**config.mk**
```make
export PLATFORM = sky130hd
export DESIGN_NAME = alu_shift_seq_flat
export DESIGN_NICKNAME = d
export VERILOG_FILES = /design/src/rtl/alu_shift_seq_if.sv /design/src/rtl/alu_shift_seq.sv /design/src/flat_wrapper.sv
export SDC_FILE = /design/constraint.sdc
export NUM_CORES = 1
export LEC_CHECK = 0
export CAP_MARGIN = 0
export CORE_MARGIN = 1
export CORE_UTILIZATION = 50
export CTS_CLUSTER_DIAMETER = 60
export DETAILED_ROUTE_END_ITERATION = 7
export PLACE_DENSITY = 0.81
export RECOVER_POWER = 100
export SETUP_SLACK_MARGIN = 0.05
export SLEW_MARGIN = 25
export SYNTH_ARGS = -nofsm -noshare
export SYNTH_HDL_FRONTEND = slang
export SYNTH_SLANG_ARGS = --single-unit
```
**constraint.sdc**
```tcl
create_clock -name clk -period 5.3 [get_ports clk]
set_input_delay 1.06 -clock clk [delete_from_list [all_inputs] [get_ports clk]]
set_output_delay 1.06 -clock clk [all_outputs]
set_load 0.01 [all_outputs]
```
**src/rtl/alu_shift_seq_if.sv**
```systemverilog
// Request/response bundle for the iterative shift sequencer.
//
// Both channels use valid/ready: a transfer happens on a rising clk edge
// where valid and ready are both high. The source holds valid and its
// payload stable until that edge; ready may change freely and never
// depends on valid in the same cycle.
interface alu_shift_seq_if #(
   parameter int DATA_WIDTH = 32
);
   logic                  req_valid_i;
   logic                  req_ready_o;
   logic [DATA_WIDTH-1:0] rs1_data_i;
   logic [DATA_WIDTH-1:0] rs2_data_i;
   logic [DATA_WIDTH-1:0] imm_i;
   logic                  use_imm_i;
   logic [1:0]            op_i;
   logic                  rsp_valid_o;
   logic                  rsp_ready_i;
   logic [DATA_WIDTH-1:0] result_o;
   logic                  err_o;
   logic                  busy_o;

   // Issue side: presents requests, consumes results.
   modport master (
      output req_valid_i, rs1_data_i, rs2_data_i, imm_i, use_imm_i, op_i,
      output rsp_ready_i,
      input  req_ready_o, rsp_valid_o, result_o, err_o, busy_o
   );

   // Sequencer side.
   modport slave (
      input  req_valid_i, rs1_data_i, rs2_data_i, imm_i, use_imm_i, op_i,
      input  rsp_ready_i,
      output req_ready_o, rsp_valid_o, result_o, err_o, busy_o
   );
endinterface

```
**src/rtl/alu_shift_seq.sv**
```systemverilog
// Multi-cycle shifter: SLL/SRL/SRA applied at most STEP bit positions per
// clock, replacing a single-cycle barrel shifter where area matters.
// Optional feature macro: ALU_SHIFT_ROTATE_EN makes op 2'b11 a rotate
// right; without it op 2'b11 is illegal and passes rs1 through with err_o.
// dbg_state_o exposes the FSM state (IDLE=0, BUSY=1, DONE=2).
module alu_shift_seq #(
   parameter int DATA_WIDTH  = 32,
   parameter int SHIFT_WIDTH = 5,
   parameter int STEP        = 4
) (
   input  logic                  clk,
   input  logic                  rst,
   alu_shift_seq_if.slave        bus,
   output logic [1:0]            dbg_state_o
);

   typedef enum logic [1:0] {
      S_IDLE = 2'd0,
      S_BUSY = 2'd1,
      S_DONE = 2'd2
   } state_e;

   localparam logic [1:0]             OP_SLL = 2'b00;
   localparam logic [1:0]             OP_SRL = 2'b01;
   localparam logic [1:0]             OP_SRA = 2'b10;
   localparam logic [SHIFT_WIDTH-1:0] STEP_W = SHIFT_WIDTH'(STEP);

   state_e                  state_q, state_d;
   logic [DATA_WIDTH-1:0]   work_q, work_d;
   logic [DATA_WIDTH-1:0]   result_q, result_d;
   logic [SHIFT_WIDTH-1:0]  rem_q, rem_d;
   logic [1:0]              op_q, op_d;

   logic [DATA_WIDTH-1:0]   amt_src;
   logic [SHIFT_WIDTH-1:0]  amt;
   logic [SHIFT_WIDTH-1:0]  step_s;
   logic [DATA_WIDTH-1:0]   shifted;
   logic                    req_ready;
   logic                    rsp_valid;
   logic                    busy;
   logic                    unused_amt_hi;

`ifdef ALU_SHIFT_ROTATE_EN
   logic [SHIFT_WIDTH:0]    rot_l;
`endif

   // Op 2'b11 is only legal when the rotate feature is built in.
   function automatic logic op_illegal(input logic [1:0] op);
`ifdef ALU_SHIFT_ROTATE_EN
      op_illegal = 1'b0 & op[0];
`else
      op_illegal = (op == 2'b11);
`endif
   endfunction

   // Shift amount comes from the low SHIFT_WIDTH bits of the selected source.
   assign amt_src       = bus.use_imm_i ? bus.imm_i : bus.rs2_data_i;
   assign amt           = amt_src[SHIFT_WIDTH-1:0];
   assign unused_amt_hi = ^amt_src[DATA_WIDTH-1:SHIFT_WIDTH];

   // One iteration of the datapath: shift the work register by min(rem, STEP).
   always_comb begin
      step_s  = (rem_q < STEP_W) ? rem_q : STEP_W;
      shifted = work_q;
`ifdef ALU_SHIFT_ROTATE_EN
      rot_l   = (SHIFT_WIDTH+1)'(DATA_WIDTH) - {1'b0, step_s};
`endif
      case (op_q)
         OP_SLL:  shifted = work_q << step_s;
         OP_SRL:  shifted = work_q >> step_s;
         OP_SRA:  shifted = $unsigned($signed(work_q) >>> step_s);
         default: begin
`ifdef ALU_SHIFT_ROTATE_EN
            shifted = (work_q >> step_s) | (work_q << rot_l);
`else
            shifted = work_q;
`endif
         end
      endcase
   end

   // Next-state and handshake outputs for the IDLE/BUSY/DONE sequencer.
   always_comb begin
      state_d   = state_q;
      work_d    = work_q;
      result_d  = result_q;
      rem_d     = rem_q;
      op_d      = op_q;
      req_ready = 1'b0;
      rsp_valid = 1'b0;
      busy      = 1'b0;
      case (state_q)
         S_IDLE: begin
            req_ready = 1'b1;
            if (bus.req_valid_i) begin
               work_d = bus.rs1_data_i;
               op_d   = bus.op_i;
               rem_d  = amt;
               // Nothing to iterate: answer directly with the operand.
               if (amt == '0 || op_illegal(bus.op_i)) begin
                  state_d  = S_DONE;
                  result_d = bus.rs1_data_i;
               end else begin
                  state_d = S_BUSY;
               end
            end
         end
         S_BUSY: begin
            busy   = 1'b1;
            work_d = shifted;
            rem_d  = rem_q - step_s;
            if (rem_q == step_s) begin
               state_d  = S_DONE;
               result_d = shifted;
            end
         end
         S_DONE: begin
            rsp_valid = 1'b1;
            // No same-cycle accept here: IDLE presents ready next cycle.
            if (bus.rsp_ready_i) begin
               state_d = S_IDLE;
            end
         end
         default: begin
            state_d = S_IDLE;
         end
      endcase
   end

   // State and datapath registers; reset drops any in-flight request.
   always_ff @(posedge clk) begin
      if (rst) begin
         state_q  <= S_IDLE;
         work_q   <= '0;
         result_q <= '0;
         rem_q    <= '0;
         op_q     <= '0;
      end else begin
         state_q  <= state_d;
         work_q   <= work_d;
         result_q <= result_d;
         rem_q    <= rem_d;
         op_q     <= op_d;
      end
   end

   assign bus.req_ready_o = req_ready;
   assign bus.rsp_valid_o = rsp_valid;
   assign bus.busy_o      = busy;
   assign bus.result_o    = result_q;
   assign bus.err_o       = (state_q == S_DONE) && op_illegal(op_q);
   assign dbg_state_o     = state_q;

endmodule

```
**src/flat_wrapper.sv**
```systemverilog
// flat-port wrapper written by rule: the top's interface ports become plain ports
module alu_shift_seq_flat 
#(
   parameter int DATA_WIDTH  = 32,
   parameter int SHIFT_WIDTH = 5,
   parameter int STEP        = 4
)
  (clk, rst, dbg_state_o, bus_req_valid_i, bus_rs1_data_i, bus_rs2_data_i, bus_imm_i, bus_use_imm_i, bus_op_i, bus_rsp_ready_i, bus_req_ready_o, bus_rsp_valid_o, bus_result_o, bus_err_o, bus_busy_o);
  alu_shift_seq_if #(.DATA_WIDTH(DATA_WIDTH)) bus_i ();
  input  logic clk;
  input  logic rst;
  output logic [1:0] dbg_state_o;
  input wire logic [$bits(bus_i.req_valid_i)-1:0] bus_req_valid_i;
  input wire logic [$bits(bus_i.rs1_data_i)-1:0] bus_rs1_data_i;
  input wire logic [$bits(bus_i.rs2_data_i)-1:0] bus_rs2_data_i;
  input wire logic [$bits(bus_i.imm_i)-1:0] bus_imm_i;
  input wire logic [$bits(bus_i.use_imm_i)-1:0] bus_use_imm_i;
  input wire logic [$bits(bus_i.op_i)-1:0] bus_op_i;
  input wire logic [$bits(bus_i.rsp_ready_i)-1:0] bus_rsp_ready_i;
  output wire logic [$bits(bus_i.req_ready_o)-1:0] bus_req_ready_o;
  output wire logic [$bits(bus_i.rsp_valid_o)-1:0] bus_rsp_valid_o;
  output wire logic [$bits(bus_i.result_o)-1:0] bus_result_o;
  output wire logic [$bits(bus_i.err_o)-1:0] bus_err_o;
  output wire logic [$bits(bus_i.busy_o)-1:0] bus_busy_o;
  assign bus_i.req_valid_i = bus_req_valid_i;
  assign bus_i.rs1_data_i = bus_rs1_data_i;
  assign bus_i.rs2_data_i = bus_rs2_data_i;
  assign bus_i.imm_i = bus_imm_i;
  assign bus_i.use_imm_i = bus_use_imm_i;
  assign bus_i.op_i = bus_op_i;
  assign bus_i.rsp_ready_i = bus_rsp_ready_i;
  assign bus_req_ready_o = bus_i.req_ready_o;
  assign bus_rsp_valid_o = bus_i.rsp_valid_o;
  assign bus_result_o = bus_i.result_o;
  assign bus_err_o = bus_i.err_o;
  assign bus_busy_o = bus_i.busy_o;
  alu_shift_seq #(.DATA_WIDTH(DATA_WIDTH), .SHIFT_WIDTH(SHIFT_WIDTH), .STEP(STEP)) u_core (.clk(clk), .rst(rst), .bus(bus_i), .dbg_state_o(dbg_state_o));
endmodule
```
==> results.sh, run 1 <==
export IMPL_layout_drive_gt1_share_pct=7.91
export IMPL_worst_setup_path_end_kind="register"
export IMPL_start_kind="register"
export IMPL_dieArea_mm2=0.0121
export IMPL_seq_power_share_pct=32.7
export IMPL_leakagePower_nw=2.54
export IMPL_cts_made_buffers=9
export IMPL_slowest_delay_ps=1480
export IMPL_coreArea_mm2=0.0114
export IMPL_seq_area_frac_synth_pct=25.1
export IMPL_grt_pass1_wl_um=34300
export IMPL_slowest_stage="clkbuf_1"
export IMPL_p_int_mw=1.40
export IMPL_hold_viol=0
export IMPL_pre_cts_slack_ps=1710
export IMPL_start_util_pct=51.2
export IMPL_comb_power_share_pct=35.1
export IMPL_netlist_area_leader_share_pct=25.1
export IMPL_synthArstFlopShare_pct=0
export IMPL_yosysMostFrequentCell="nand2_1"
export IMPL_r2r_end="u_core.bus.result_o[21]$_SDFFE_PP0P_"
export IMPL_die_w_um=110
export IMPL_grt_overflow=0
export IMPL_worst_hold_slack_ps=452
export IMPL_die_y_um=110
export IMPL_period_share_pct=73.3
export IMPL_post_drt_wl_per_cell_um=23.2
export IMPL_port_buffers=86
export IMPL_final_min_clock_period_ps=3890
export IMPL_cp_arrival_ps=4080
export IMPL_dr_pass1_iters=6
export IMPL_remaining_drc_errors=0
export IMPL_ant_nets=0
export IMPL_synth_edf_count=0
export IMPL_cts_max_path_buffers=2
export IMPL_cts_htree_levels=3
export IMPL_final_cell_area_mm2=0.00691
export IMPL_netlist_area_mm2=0.00583
export IMPL_cp_max_fo=28
export IMPL_fin_skew_ps=5.85
export IMPL_slew_headroom_pct=-53.7
export IMPL_synthDistinctLibCells=67
export IMPL_cts_sinks=73
export IMPL_setup_tns_ps=0
export IMPL_vdd_drop_max_uv=198
export IMPL_gp_congestion=0.945
export IMPL_synth_net_count=883
export IMPL_total_power_mw=2.24
export IMPL_avgSynthCellArea_um2=7.49
export IMPL_synth_flop_cell="dfxtp_1"
export IMPL_insertion_delay_ps=350
export IMPL_rsz0062_at_grt="no"
export IMPL_ys_seq_elements=73
export IMPL_p_clk_share_pct=32.2
export IMPL_synth_area_leaders="dfxtp_1 (25%), mux2i_1 (10%), a21oi_1 (6.4%)"
export IMPL_cts_clk_slew_worst_paths_ps=60
export IMPL_worst_pin_slew_ps=2310
export IMPL_hold_start="u_core.bus.result_o[17]$_SDFFE_PP0P_"
export IMPL_rows=39
export IMPL_status="complete, but fails checks"
export IMPL_holdPathStages=2
export IMPL_placed_area_mm2=0.00659
export IMPL_cts_resized=0
export IMPL_cp_cell_sequence="buf_4 -> nor4b_1 -> clkbuf_1 -> mux2i_1 -> o21ai_0 -> a221o_1 -> o22ai_1 -> a211oi_1"
export IMPL_synth_cells=778
export IMPL_drt_iter0_drc=901
export IMPL_io_pins=141
export IMPL_dp_hpwl_um=14100
export IMPL_nNetsFinal=896
export IMPL_crit_type="reg -> reg"
export IMPL_switching_share_pct=37.5
export IMPL_cts_root_buf="clkbuf_16"
export IMPL_violations="max-capacitance violations, max-slew violations"
export IMPL_post_cts_setup_buffer_count=0
export IMPL_hold_end="u_core.bus.result_o[17]$_SDFFE_PP0P_"
export IMPL_wirelength_um=21800
export IMPL_antenna_cells=0
export IMPL_setup_viol=0
export IMPL_p_sw_mw=0.841
export IMPL_antenna_found_initial=0
export IMPL_grt_max_degree=77
export IMPL_slew_viol_final=69
export IMPL_grt_pass1_vias=6156
export IMPL_track_usage_pct=37.6
export IMPL_netlist_top_cell_by_area="dfxtp_1"
export IMPL_yosys_warnings=0
export IMPL_holdBufCountCts=0
export IMPL_num_vias=6594
export IMPL_syn_to_final_growth_pct=18.6
export IMPL_reg2reg_depth=8
export IMPL_power_density_mw_per_mm2=324
export IMPL_worstPathRequired_ps=5490
export IMPL_cts_tree="built"
export IMPL_synth_common_cells="nand2_1 (84), a21oi_1 (74), dfxtp_1 (73)"
export IMPL_rrSetupSlack_ps=1410
export IMPL_via_per_inst=7.02
export IMPL_fmax_ghz=0.257
export IMPL_maxCapViolCount=2
export IMPL_worstHoldPathType="reg -> reg"
export IMPL_worst_slack_ps=1410
export IMPL_r2r_start="u_core.rem_q[0]$_SDFFE_PP0P_"
-- how the worst max path moves through the flow --
stage / start / to / slack, ps / cells after the start
after global routing: u_core.rem_q[0]$_SDFFE_PP0P_ / u_core.bus.result_o[20]$_SDFFE_PP0P_ / 1180 / 8
after detailed placement: bus_use_imm_i / u_core.bus.result_o[6]$_SDFFE_PP0P_ / 1710 / 8
after floorplan: bus_use_imm_i / u_core.bus.result_o[21]$_SDFFE_PP0P_ / 2480 / 9
final: u_core.rem_q[0]$_SDFFE_PP0P_ / u_core.bus.result_o[21]$_SDFFE_PP0P_ / 1410 / 8
after global placement: bus_use_imm_i / u_core.bus.result_o[6]$_SDFFE_PP0P_ / 1770 / 8
after CTS: u_core.rem_q[0]$_SDFFE_PP0P_ / u_core.bus.result_o[23]$_SDFFE_PP0P_ / 1860 / 7
-- cell type report --
class,instances,area [um^2]
clock buffer,11,243
tap,143,179
fill,1033,4460
inverter,6,22.5
multi-input combinational,595,3910
sequential,73,1460
clock inverter,5,103
timing repair buffer,106,995
-- worst max-delay path, delay by kind of cell (launching register included) --
kind                   cells  cell delay, ps
AND/OR/NAND/NOR            1             280
buffers and inverters      2            1820
multiplexers               1             330
AO/OA/AOI/OAI              4             970
flip-flops                 1             300
-- cells by family (layout without fill, tap and decap cells) --
group                    after synthesis  in the layout  share of synthesized area [%]
AO/OA/AOI/OAI                        263            263                           30.5
AND/OR/NAND/NOR                      247            247                           20.2
buffers and inverters                110            128                           8.05
multiplexers                          77             77                           14.9
flip-flops                            73             73                           25.1
adder cells (fa/ha/maj)                3              3                          0.601
XOR/XNOR                               3              3                          0.451
other                                  2              2                          0.129
-- power by group through the flow --
stage | clock, mW | combinational [mW] | sequential, mW
floorplan | 0 | 0.581 | 0.661
global placement | 0 | 0.759 | 0.734
detailed placement | 0 | 0.772 | 0.737
CTS | 0.726 | 0.779 | 0.725
global route | 0.749 | 0.846 | 0.740
finish | 0.723 | 0.787 | 0.733
-- state kept, by name, summed over array words and instances (netlist names) --
signal               flops
u_core.bus.result_o     32
u_core.dbg_state_o       2
u_core.op_q              2
u_core.rem_q             5
u_core.work_q           32
-- metrics by stage --
| step | cells | utilization (%) |
|---|---|---|
| after floorplan | 778 | - |
| after global placement | 923 | 58.0 |
| after detailed placement | 923 | 58.0 |
| after CTS | 939 | 61.0 |
| after global routing | 939 | 60.8 |
| final | 939 | 60.8 |
-- cells in the final DEF, fill, tap and decap left out, types with 7 or more instances in the layout --
cell type / netlist / layout
a21oi_1: 74 / 74
nor3_1: 22 / 21
mux4_2: 7 / 7
clkdlybuf4s50_1: 0 / 45
dfxtp_1: 73 / 73
nand3b_1: 9 / 9
o221ai_1: 19 / 19
o21ai_0: 30 / 30
a211oi_1: 25 / 25
nor2_1: 64 / 62
clkbuf_16: 0 / 9
o32ai_1: 8 / 8
o22ai_1: 25 / 25
nand2_1: 84 / 84
mux2i_1: 60 / 60
buf_4: 4 / 17
or3_1: 23 / 23
a31oi_1: 8 / 8
o22a_1: 7 / 7
mux2_2: 10 / 10
dlygate4sd3_1: 0 / 40
o31ai_1: 9 / 9
nand3_1: 12 / 12
-- per-layer routing --
layer / up-vias / wire [um] / GRT usage [%]
met1: 3121 / 8920 / 52.0
met3: 76 / 2590 / 9.90
met4: 0 / 794 / 17.0
met2: 452 / 9480 / 54.0
li1: 2945 / - / -
met5: - / 0 / 0
Power figures use the tool's default switching activity.
==> inputs of run 2 (changes only) <==
Settings changed: CORE_UTILIZATION 50 to 46, PLACE_DENSITY 0.81 to 0.78.
Clock period 5.3 ns to 3.45 ns, I/O delays scaled along.
==> run 2 against run 1 <==
Effect of this change:
- the run now ends clean
- maximum frequency grew 22%
- wire length shrank 0.64%
- cell count is 3.3% higher
- critical endpoint is now u_core.work_q[23]$_SDFFE_PP0P_
- largest cell class unchanged
==> results.sh, run 2 (synthesis gave the netlist of run 1 again) <==
export IMPL_status="completed"
export IMPL_crit_type="reg -> reg"
export IMPL_fin_cells=970
export IMPL_multi_input_area_mm2=0.00390
export IMPL_grt_pass1_vias=6204
export IMPL_remaining_drc_errors=0
export IMPL_worst_pin_slew_ps=1350
export IMPL_start_util_pct=47.9
export IMPL_place_inst=955
export IMPL_setup_viol=0
export IMPL_maxUsedRoutingLayer="met4"
export IMPL_drt_iter0_drc=863
export IMPL_fmax_ghz=0.313
export IMPL_num_vias=6566
export IMPL_cp_arrival_ps=3400
export IMPL_post_cts_setup_buffer_count=0
export IMPL_layout_drive_gt1_share_pct=8.48
export IMPL_slowest_delay_ps=720
export IMPL_met2_length_um=9590
export IMPL_nFillCells=1109
export IMPL_final_min_clock_period_ps=3200
export IMPL_met1Wirelength_um=8630
export IMPL_port_buffers=86
export IMPL_rsz0062_at_grt="no"
export IMPL_vdd_drop_max_uv=329
export IMPL_grt_max_degree=47
export IMPL_slowest_stage="or4b_2"
export IMPL_post_route_util_pct=57.4
export IMPL_ant_nets=0
export IMPL_die_w_um=115
export IMPL_post_drt_wl_per_cell_um=22.3
export IMPL_cts_sinks=73
export IMPL_final_common_cell="nand2_1"
export IMPL_grt_overflow=0
export IMPL_io_pins=141
export IMPL_cp_max_fo=46
export IMPL_worstHoldPathType="reg -> reg"
export IMPL_track_usage_pct=33.4
export IMPL_cts_max_path_buffers=2
export IMPL_nNetsFinal=903
export IMPL_cp_cell_sequence="or4b_2 -> buf_4 -> mux2i_1 -> o32ai_1 -> o221a_2 -> a221oi_1 -> a211oi_1"
export IMPL_worstPathRequired_ps=3650
export IMPL_slew_viol_final=0
export IMPL_cp_num_buf_inv=1
export IMPL_dieArea_mm2=0.0131
export IMPL_dr_wl_met3_um=2630
export IMPL_maxCapViolCount=0
export IMPL_cts_made_buffers=9
export IMPL_worst_setup_path_end_kind="register"
export IMPL_crit_family="compound AO/OA/AOI/OAI gates"
export IMPL_dr_pass1_iters=7
export IMPL_cts_resized=0
export IMPL_antenna_cells=0
export IMPL_setup_tns_ps=0
export IMPL_hold_viol=0
export IMPL_seqCellArea_mm2=0.00146
export IMPL_gp_congestion=0.978
export IMPL_final_cell_mix="nand2_1 (84), a21oi_1 (74), dfxtp_1 (73)"
export IMPL_die_y_um=115
export IMPL_rows=40
export IMPL_coreArea_mm2=0.0122
export IMPL_dp_hpwl_um=14300
export IMPL_worst_hold_slack_ps=451
export IMPL_holdBufCountCts=0
export IMPL_cts_root_buf="clkbuf_16"
export IMPL_fin_skew_ps=4.08
export IMPL_cts_clk_slew_worst_paths_ps=60
export IMPL_syn_to_final_growth_pct=19.9
export IMPL_period_share_pct=92.6
export IMPL_slew_headroom_pct=9.90
export IMPL_start_kind="register"
export IMPL_wirelength_um=21600
export IMPL_cts_tree="built"
export IMPL_antenna_found_initial=0
export IMPL_grt_pass1_wl_um=33700
export IMPL_leakagePower_nw=2.57
export IMPL_power_density_mw_per_mm2=488
export IMPL_via_per_inst=6.77
export IMPL_cts_htree_levels=3
export IMPL_insertion_delay_ps=350
-- run 2: through the flow --
stage | setup WS (ps) | area (um^2) | power [mW]
global route | 187 | 6980 | 3.54
floorplan | 997 | 5830 | 1.91
finish | 254 | 6980 | 3.41
global placement | 311 | 6680 | 2.31
CTS | 394 | 7010 | 3.39
detailed placement | 245 | 6680 | 2.33
-- run 2: worst paths after layout --
kind / from / endpoint / slack [ps] / cells past startpoint
min: u_core.bus.result_o[11]$_SDFFE_PP0P_ / u_core.bus.result_o[11]$_SDFFE_PP0P_ / 450 / 2
min reg2reg: u_core.bus.result_o[11]$_SDFFE_PP0P_ / u_core.bus.result_o[11]$_SDFFE_PP0P_ / 450 / 2
max reg2reg: u_core.rem_q[4]$_SDFFE_PP0P_ / u_core.work_q[23]$_SDFFE_PP0P_ / 250 / 7
max: u_core.rem_q[4]$_SDFFE_PP0P_ / u_core.work_q[23]$_SDFFE_PP0P_ / 250 / 7
-- run 2: metal layers --
metal	vias to the layer above	GRT usage [%]
met5	-	0
met4	0	16.1
met3	79	9.16
met2	459	50.7
met1	3074	43.6
li1	2954	-
-- run 2: area by class of cell --
cell class                 count  share of cell area (%)
clock inverter                 2                   0.860
timing repair buffer         113                    15.1
inverter                       6                   0.322
multi-input combinational    595                    55.9
sequential                    73                    20.9
tap                          168                    3.01
clock buffer                  13                    3.87
-- run 2: where the power goes --
group	switching [mW]	total, mW	internal [mW]
Sequential	0.184	1.12	0.940
Clock	0.371	1.06	0.689
Combinational	0.725	1.22	0.498
Total	1.28	3.41	2.13
-- run 2: tightest hold or removal path, cell delays in order (launching register included) --
cell and delay, ps:
dfxtp_1 300, nand2_1 50, a21oi_1 50
